--- config.mk ---
export PLATFORM = sky130hd
export DESIGN_NAME = core_mem_sequencer
export DESIGN_NICKNAME = d
export VERILOG_FILES = /design/src/rtl/core_seq_pkg.sv /design/src/rtl/core_seq_watchdog.sv /design/src/rtl/core_mem_sequencer.sv
export SDC_FILE = /design/constraint.sdc
export NUM_CORES = 1
export LEC_CHECK = 0
export CAP_MARGIN = 40
export CORE_MARGIN = 3
export CORE_UTILIZATION = 42
export CTS_CLUSTER_SIZE = 16
export DETAILED_ROUTE_END_ITERATION = 10
export GPL_TIMING_DRIVEN = 1
export PLACE_DENSITY = 0.85
export SYNTH_ARGS = -nofsm -noshare
export SYNTH_HDL_FRONTEND = slang
export SYNTH_HIERARCHICAL = 1
export SYNTH_SLANG_ARGS = --single-unit
--- constraint.sdc ---
create_clock -name clk -period 2.9 [get_ports clk]
set_clock_uncertainty 0.05 [all_clocks]
set_input_delay 0.29 -clock clk [delete_from_list [all_inputs] [get_ports clk]]
set_output_delay 0.29 -clock clk [all_outputs]
set_load 0.02 [all_outputs]
--- src/rtl/core_seq_pkg.sv ---
// Shared types and constants for the RV32I multi-cycle memory sequencer.
package core_seq_pkg;

  typedef enum logic [2:0] {
    FETCH_REQ,
    FETCH_WAIT,
    EXEC,
    MEM_REQ,
    MEM_WAIT,
    RETIRE,
    TRAP
  } state_e;

  localparam logic [31:0] NOP_INSTR = 32'h0000_0013;
  localparam int unsigned INSTRET_W = 64;

endpackage

--- src/rtl/core_seq_watchdog.sv ---
// Memory-phase timeout counter; flags the cycle on which a phase has lasted TIMEOUT_CYCLES.
module core_seq_watchdog #(
  parameter int unsigned TIMEOUT_CYCLES = 256
) (
  input  logic clk,
  input  logic rst,
  input  logic count_en,
  output logic expired_c
);

  localparam int unsigned CNT_W = (TIMEOUT_CYCLES > 2) ? $clog2(TIMEOUT_CYCLES) : 1;
  localparam logic [CNT_W-1:0] LAST = CNT_W'(TIMEOUT_CYCLES - 1);

  logic [CNT_W-1:0] cnt;

  // Every REQ state is entered from a non-counting state, so idling clears the count.
  always_ff @(posedge clk) begin
    if (rst) begin
      cnt <= '0;
    end else if (!count_en) begin
      cnt <= '0;
    end else if (cnt != LAST) begin
      cnt <= cnt + CNT_W'(1);
    end
  end

  assign expired_c = count_en && (cnt == LAST);

endmodule

--- src/rtl/core_mem_sequencer.sv ---
// Multi-cycle fetch/execute/memory sequencer with valid/ready memory handshakes.
// Optional memory timeout trap enabled by defining CORE_SEQ_TIMEOUT_EN.
module core_mem_sequencer
  import core_seq_pkg::*;
#(
  parameter int unsigned XLEN = 32
`ifdef CORE_SEQ_TIMEOUT_EN
  , parameter int unsigned TIMEOUT_CYCLES = 256
`endif
) (
  input  logic                 clk,
  input  logic                 rst,
  input  logic [XLEN-1:0]      i_pc,
  output logic                 o_im_req_valid,
  input  logic                 i_im_req_ready,
  output logic [XLEN-1:0]      o_im_addr,
  input  logic                 i_im_rsp_valid,
  input  logic [XLEN-1:0]      i_im_rsp_data,
  output logic [XLEN-1:0]      o_instr,
  input  logic                 i_cu_dm_access,
  input  logic                 i_cu_dm_write,
  input  logic                 i_cu_rf_wvalid,
  output logic                 o_dm_req_valid,
  output logic                 o_dm_req_write,
  input  logic                 i_dm_req_ready,
  input  logic                 i_dm_rsp_valid,
  input  logic [XLEN-1:0]      i_dm_rsp_data,
  output logic [XLEN-1:0]      o_dm_rdata,
  output logic                 o_pc_update,
  output logic                 o_rf_wen,
  output logic [INSTRET_W-1:0] o_instret,
  output logic                 o_trap
);

  state_e state;

  assign o_im_addr = i_pc;

`ifdef CORE_SEQ_TIMEOUT_EN
  logic count_en_c;
  logic timeout_c;

  assign count_en_c = state inside {FETCH_REQ, FETCH_WAIT, MEM_REQ, MEM_WAIT};

  core_seq_watchdog #(
    .TIMEOUT_CYCLES (TIMEOUT_CYCLES)
  ) u_watchdog (
    .clk       (clk),
    .rst       (rst),
    .count_en  (count_en_c),
    .expired_c (timeout_c)
  );
`else
  assign o_trap = 1'b0;
`endif

  // Request valids are raised on the edge entering a REQ state and dropped on accept.
  always_ff @(posedge clk) begin
    if (rst) begin
      state          <= FETCH_REQ;
      o_im_req_valid <= 1'b0;
      o_dm_req_valid <= 1'b0;
      o_dm_req_write <= 1'b0;
      o_pc_update    <= 1'b0;
      o_rf_wen       <= 1'b0;
      o_instr        <= XLEN'(NOP_INSTR);
      o_dm_rdata     <= '0;
      o_instret      <= '0;
`ifdef CORE_SEQ_TIMEOUT_EN
      o_trap         <= 1'b0;
`endif
    end else begin
      o_pc_update <= 1'b0;
      o_rf_wen    <= 1'b0;
      case (state)
        FETCH_REQ: begin
          if (o_im_req_valid && i_im_req_ready) begin
            o_im_req_valid <= 1'b0;
            state          <= FETCH_WAIT;
          end else begin
            o_im_req_valid <= 1'b1;
          end
        end
        FETCH_WAIT: begin
          if (i_im_rsp_valid) begin
            o_instr <= i_im_rsp_data;
            state   <= EXEC;
          end
        end
        EXEC: begin
          if (i_cu_dm_access) begin
            o_dm_req_valid <= 1'b1;
            o_dm_req_write <= i_cu_dm_write;
            state          <= MEM_REQ;
          end else begin
            o_pc_update <= 1'b1;
            o_rf_wen    <= i_cu_rf_wvalid;
            state       <= RETIRE;
          end
        end
        MEM_REQ: begin
          if (i_dm_req_ready) begin
            o_dm_req_valid <= 1'b0;
            state          <= MEM_WAIT;
          end
        end
        MEM_WAIT: begin
          if (i_dm_rsp_valid) begin
            if (!o_dm_req_write) begin
              o_dm_rdata <= i_dm_rsp_data;
            end
            o_pc_update <= 1'b1;
            o_rf_wen    <= i_cu_rf_wvalid;
            state       <= RETIRE;
          end
        end
        RETIRE: begin
          o_instret      <= o_instret + INSTRET_W'(1);
          o_im_req_valid <= 1'b1;
          state          <= FETCH_REQ;
        end
        TRAP:    state <= TRAP;
        default: state <= FETCH_REQ;
      endcase
`ifdef CORE_SEQ_TIMEOUT_EN
      // A stalled phase overrides any transition and parks the core until reset.
      if (timeout_c) begin
        state          <= TRAP;
        o_trap         <= 1'b1;
        o_im_req_valid <= 1'b0;
        o_dm_req_valid <= 1'b0;
        o_pc_update    <= 1'b0;
        o_rf_wen       <= 1'b0;
      end
`endif
    end
  end

endmodule

==> run summary, run 1 <==
The net count after synthesis is 856, and the sequential element share of the synthesized area is 46.1%. The most numerous cell type found on the critical path is nand4_1. The number of pins exceeding their max-slew limit in the final report came out at 0.

Registers take 0.00272 mm². The final number of setup-violating endpoints is 0, and the cell area power density is 527 mW/mm². For this block, the routed nets add up to 16,700 µm of wire. The initial core utilization was 43.7%; the largest driver fanout on the critical path was 12. The final sum of negative setup slack is 0 ps, and the gate count after technology mapping is 750. Setup repair after global routing left no endpoint under its margin. The worst setup path is captured at a flip-flop. The filler cells instantiated in the layout total 1,117. In this run the post-CTS setup repair buffer count came out at 0. Pin placement for this block handled 271 I/O pins. Among all stages on the critical path, the largest delay is contributed by or4_1. The final critical path takes up 87.2% of the cycle. The post-cts repair resize count was 0; the post-synthesis to final-layout area growth was 43.2%.

The overall power consumption is 4.45 mW. The logs give 0 for the count of nets left with antenna violations after detail routing and 5 for the detailed-routing iteration count for the pre-antenna-repair pass. The insertion delay to the later sink of the worst-skew pair was 410 ps; the wire length of the first global-routing pass was 27,900 µm. For this run, the number of Yosys warnings is 6.

The tightest min-delay check is of the in2reg type. The synthesized design contains 136 register bits. The tools report the number of distinct library cells after synthesis as 38. The tools report the count of max-cap constraint violations as 0.

The remaining global-route overflow was 0. The analysis attributes to cell leakage a power of 2.73 nW. The die covers 0.0155 mm².

In this run, the number of DRC markers left after iteration 0 of detailed routing was 393. The clock tree synthesis step divided the H-tree into 4 levels. The signal on the critical path passes through nand4_1 > nor4_1 > nand4_1 > or4_1 > a21oi_1. The transition at the pin with the smallest max-transition slack was 703 ps. In this run the horizontal extent of the chip is 125 µm. The number of antenna diodes in the final layout is 0.

After detailed routing, the number of remaining DRC violations is 0. The clock sink total is 136. Number of global-route vias before repair: 5,655. The clock passes through at most 2 buffers. The worst-case IR drop observed on VDD is 0.000512 V.

The tools report the standard cell core area as 0.0135 mm². The run gives 2810 ps as the data arrival time of the critical path. In the routed layout, each cell is associated on average with a via count of 5.26. Clock tree synthesis selected as its root buffer the cell clkbuf_16. The HPWL after detailed placement is 11,700 µm.

Counting the buffers created by CTS gives 17. The number of buffer cells added on primary ports is 205, and the worst max-slew margin expressed relative to the limit is 53.1%. After detailed routing, the average wire length per cell comes to 15.2 µm. For this run, the slowest stage of the critical path takes 560 ps. Global routing used 21.5% of the available tracks across all layers.

The synthesized area per cell came out at 7.87 µm². After clock tree synthesis, the clock-pin slew on the worst setup and hold paths is 60 ps. The maximum number of pins on one net before global-route repair is 65. Number of nets in the layout: 1,017. The post-route netlist has 4.88% of its cells at a drive strength greater than 1.

For the final weighted congestion in routability-driven placement, the log shows 0.842. In the final layout, the multi-input gates occupy 0.00273 mm². Initial antenna violation count: 0. The detailed router placed 5,777 vias in this run.

TritonCTS built the clock tree. The data required time of the critical path was 3180 ps; the number of buffers inserted for hold repair after clock tree synthesis was 0. The die span in y was 125 µm. The initialized floorplan defines 42 standard-cell rows.

The flow ran to the end, and the final reports show no timing, DRC or antenna violations. The number of hold-slack violations in the final timing report is 0. After synthesis the cells add up to 0.00590 mm². The fmax came out at 396 MHz.

The critical path is of the reg2reg type. The tools report the kind of start point of the critical path as a flip-flop. Final critical path time including I/O delays and setup: 2530 ps.
[placed cells by master (no fill, tap or decap), types with 11 or more instances in the layout]
master | netlist | layout
clkdlybuf4s50_1 | 0 | 204
nand2_1 | 160 | 160
dfxtp_1 | 136 | 136
a21oi_1 | 98 | 98
nor2_1 | 52 | 51
nand4_1 | 31 | 31
or3_1 | 23 | 23
nand3_1 | 22 | 22
o21ai_0 | 20 | 20
nor3_1 | 18 | 18
xnor2_1 | 17 | 17
xor2_1 | 17 | 17
clkbuf_16 | 0 | 17
inv_1 | 12 | 12
nor4_1 | 12 | 12
or4_1 | 11 | 11
buf_4 | 33 | 11
[state kept, by name (all words and copies together) (netlist names)]
signal          cells
o_dm_rdata         32
state               3
o_im_req_valid      1
o_dm_req_valid      1
o_dm_req_write      1
o_rf_wen            1
o_instr            32
o_instret          64
o_pc_update         1
[per-stage QoR]
stage / instance area (µm²) / hold slack [ps] / setup WS, ps / utilization (%) / cells
5_1_grt: 8450 / 363 / 169 / 62.6 / 1098
4_1_cts: 8450 / 346 / 368 / 62.6 / 1098
2_1_floorplan: 5900 / 364 / 493 / - / 750
3_5_place_dp: 7870 / 396 / 407 / 58.2 / 1068
6_report: 8450 / 350 / 372 / 62.6 / 1098
3_3_place_gp: 7870 / 390 / 483 / 58.2 / 1068
[Yosys cell counts, drive strengths merged]
master | instances | share of area, %
nor2b | 2 | 0.21
dfxtp | 136 | 46
nand3 | 23 | 2.0
inv | 12 | 0.76
and3b | 1 | 0.15
o21a | 1 | 0.13
and4 | 4 | 0.59
a31o | 1 | 0.15
o31ai | 10 | 1.3
nand4 | 31 | 3.3
and3 | 8 | 0.85
or4 | 11 | 1.4
xor2 | 17 | 2.5
a21oi | 98 | 8.3
or2 | 1 | 0.11
nand2 | 160 | 10
or3 | 23 | 2.4
ha | 1 | 0.21
nor3 | 19 | 1.7
o21ai | 20 | 1.7
conb | 1 | 0.064
buf | 35 | 4.3
nor2 | 52 | 3.3
xnor2 | 17 | 2.5
nand2b | 2 | 0.21
o21ba | 1 | 0.17
mux2i | 1 | 0.17
nor4 | 12 | 1.3
and2 | 4 | 0.42
nand3b | 4 | 0.51
a211oi | 1 | 0.13
and4b | 1 | 0.17
clkbuf | 39 | 2.5
a31oi | 1 | 0.11
[path summary, 6_finish.rpt]
path | slack [ps] | end | cells after the start | start
worst min register to register | 400 | o_dm_rdata[27]$_SDFFE_PP0P_ | 2 | o_dm_rdata[27]$_SDFFE_PP0P_
worst min-delay path | 350 | o_instret[8]$_SDFFE_PP0P_ | 2 | rst
worst max-delay path | 370 | o_instret[56]$_SDFFE_PP0P_ | 5 | o_instret[21]$_SDFFE_PP0P_
worst max register to register | 370 | o_instret[56]$_SDFFE_PP0P_ | 5 | o_instret[21]$_SDFFE_PP0P_
[cell families after synthesis]
family	after synthesis	synth area share, %
simple gates	358	28.8
flops	136	46.1
compound gates	133	12.0
buf+inv	86	7.59
xor+xnor	34	5.05
fa+ha+maj	1	0.212
other cells	1	0.0635
mux	1	0.170
[worst max-delay path, delay by kind of cell, from the launching register on]
kind	cells	cell delay, ps
and+or+nand+nor	4	1810
DFF	1	450
AOI/OAI and AO/OA	1	150
[area by class of cell]
type,count,area share [%]
Clock buffer,22,5.49
Clock inverter,8,1.45
Inverter,12,0.533
Multi-Input combinational cell,528,32.3
Sequential cell,136,32.2
Tap cell,176,2.61
Timing Repair Buffer,216,25.4
[layer usage]
metal / vias up / track usage [%] / wire, µm
li1: 2870 / - / -
met4: 0 / 5.22 / 206
met5: - / 0 / 0
met3: 20 / 10.4 / 1700
met1: 2661 / 24.2 / 6580
met2: 226 / 36.6 / 8250
[where the power goes]
group	switching, mW	internal, mW
Combinational	0.171	0.182
Sequential	0.0271	1.91
Clock	0.783	1.38
(Power assumes the default switching activity.)
==> inputs of run 2 (changes only) <==
--- a/config.mk
+++ b/config.mk
@@ -10,9 +10,11 @@
 export CORE_UTILIZATION = 42
 export CTS_CLUSTER_SIZE = 16
 export DETAILED_ROUTE_END_ITERATION = 10
+export GPL_ROUTABILITY_DRIVEN = 1
 export GPL_TIMING_DRIVEN = 1
 export PLACE_DENSITY = 0.85
 export SYNTH_ARGS = -nofsm -noshare
 export SYNTH_HDL_FRONTEND = slang
 export SYNTH_HIERARCHICAL = 1
 export SYNTH_SLANG_ARGS = --single-unit
+export TNS_END_PERCENT = 30
==> results of run 2 <==
Final layout, timing and power as in run 1 (identical DEF).
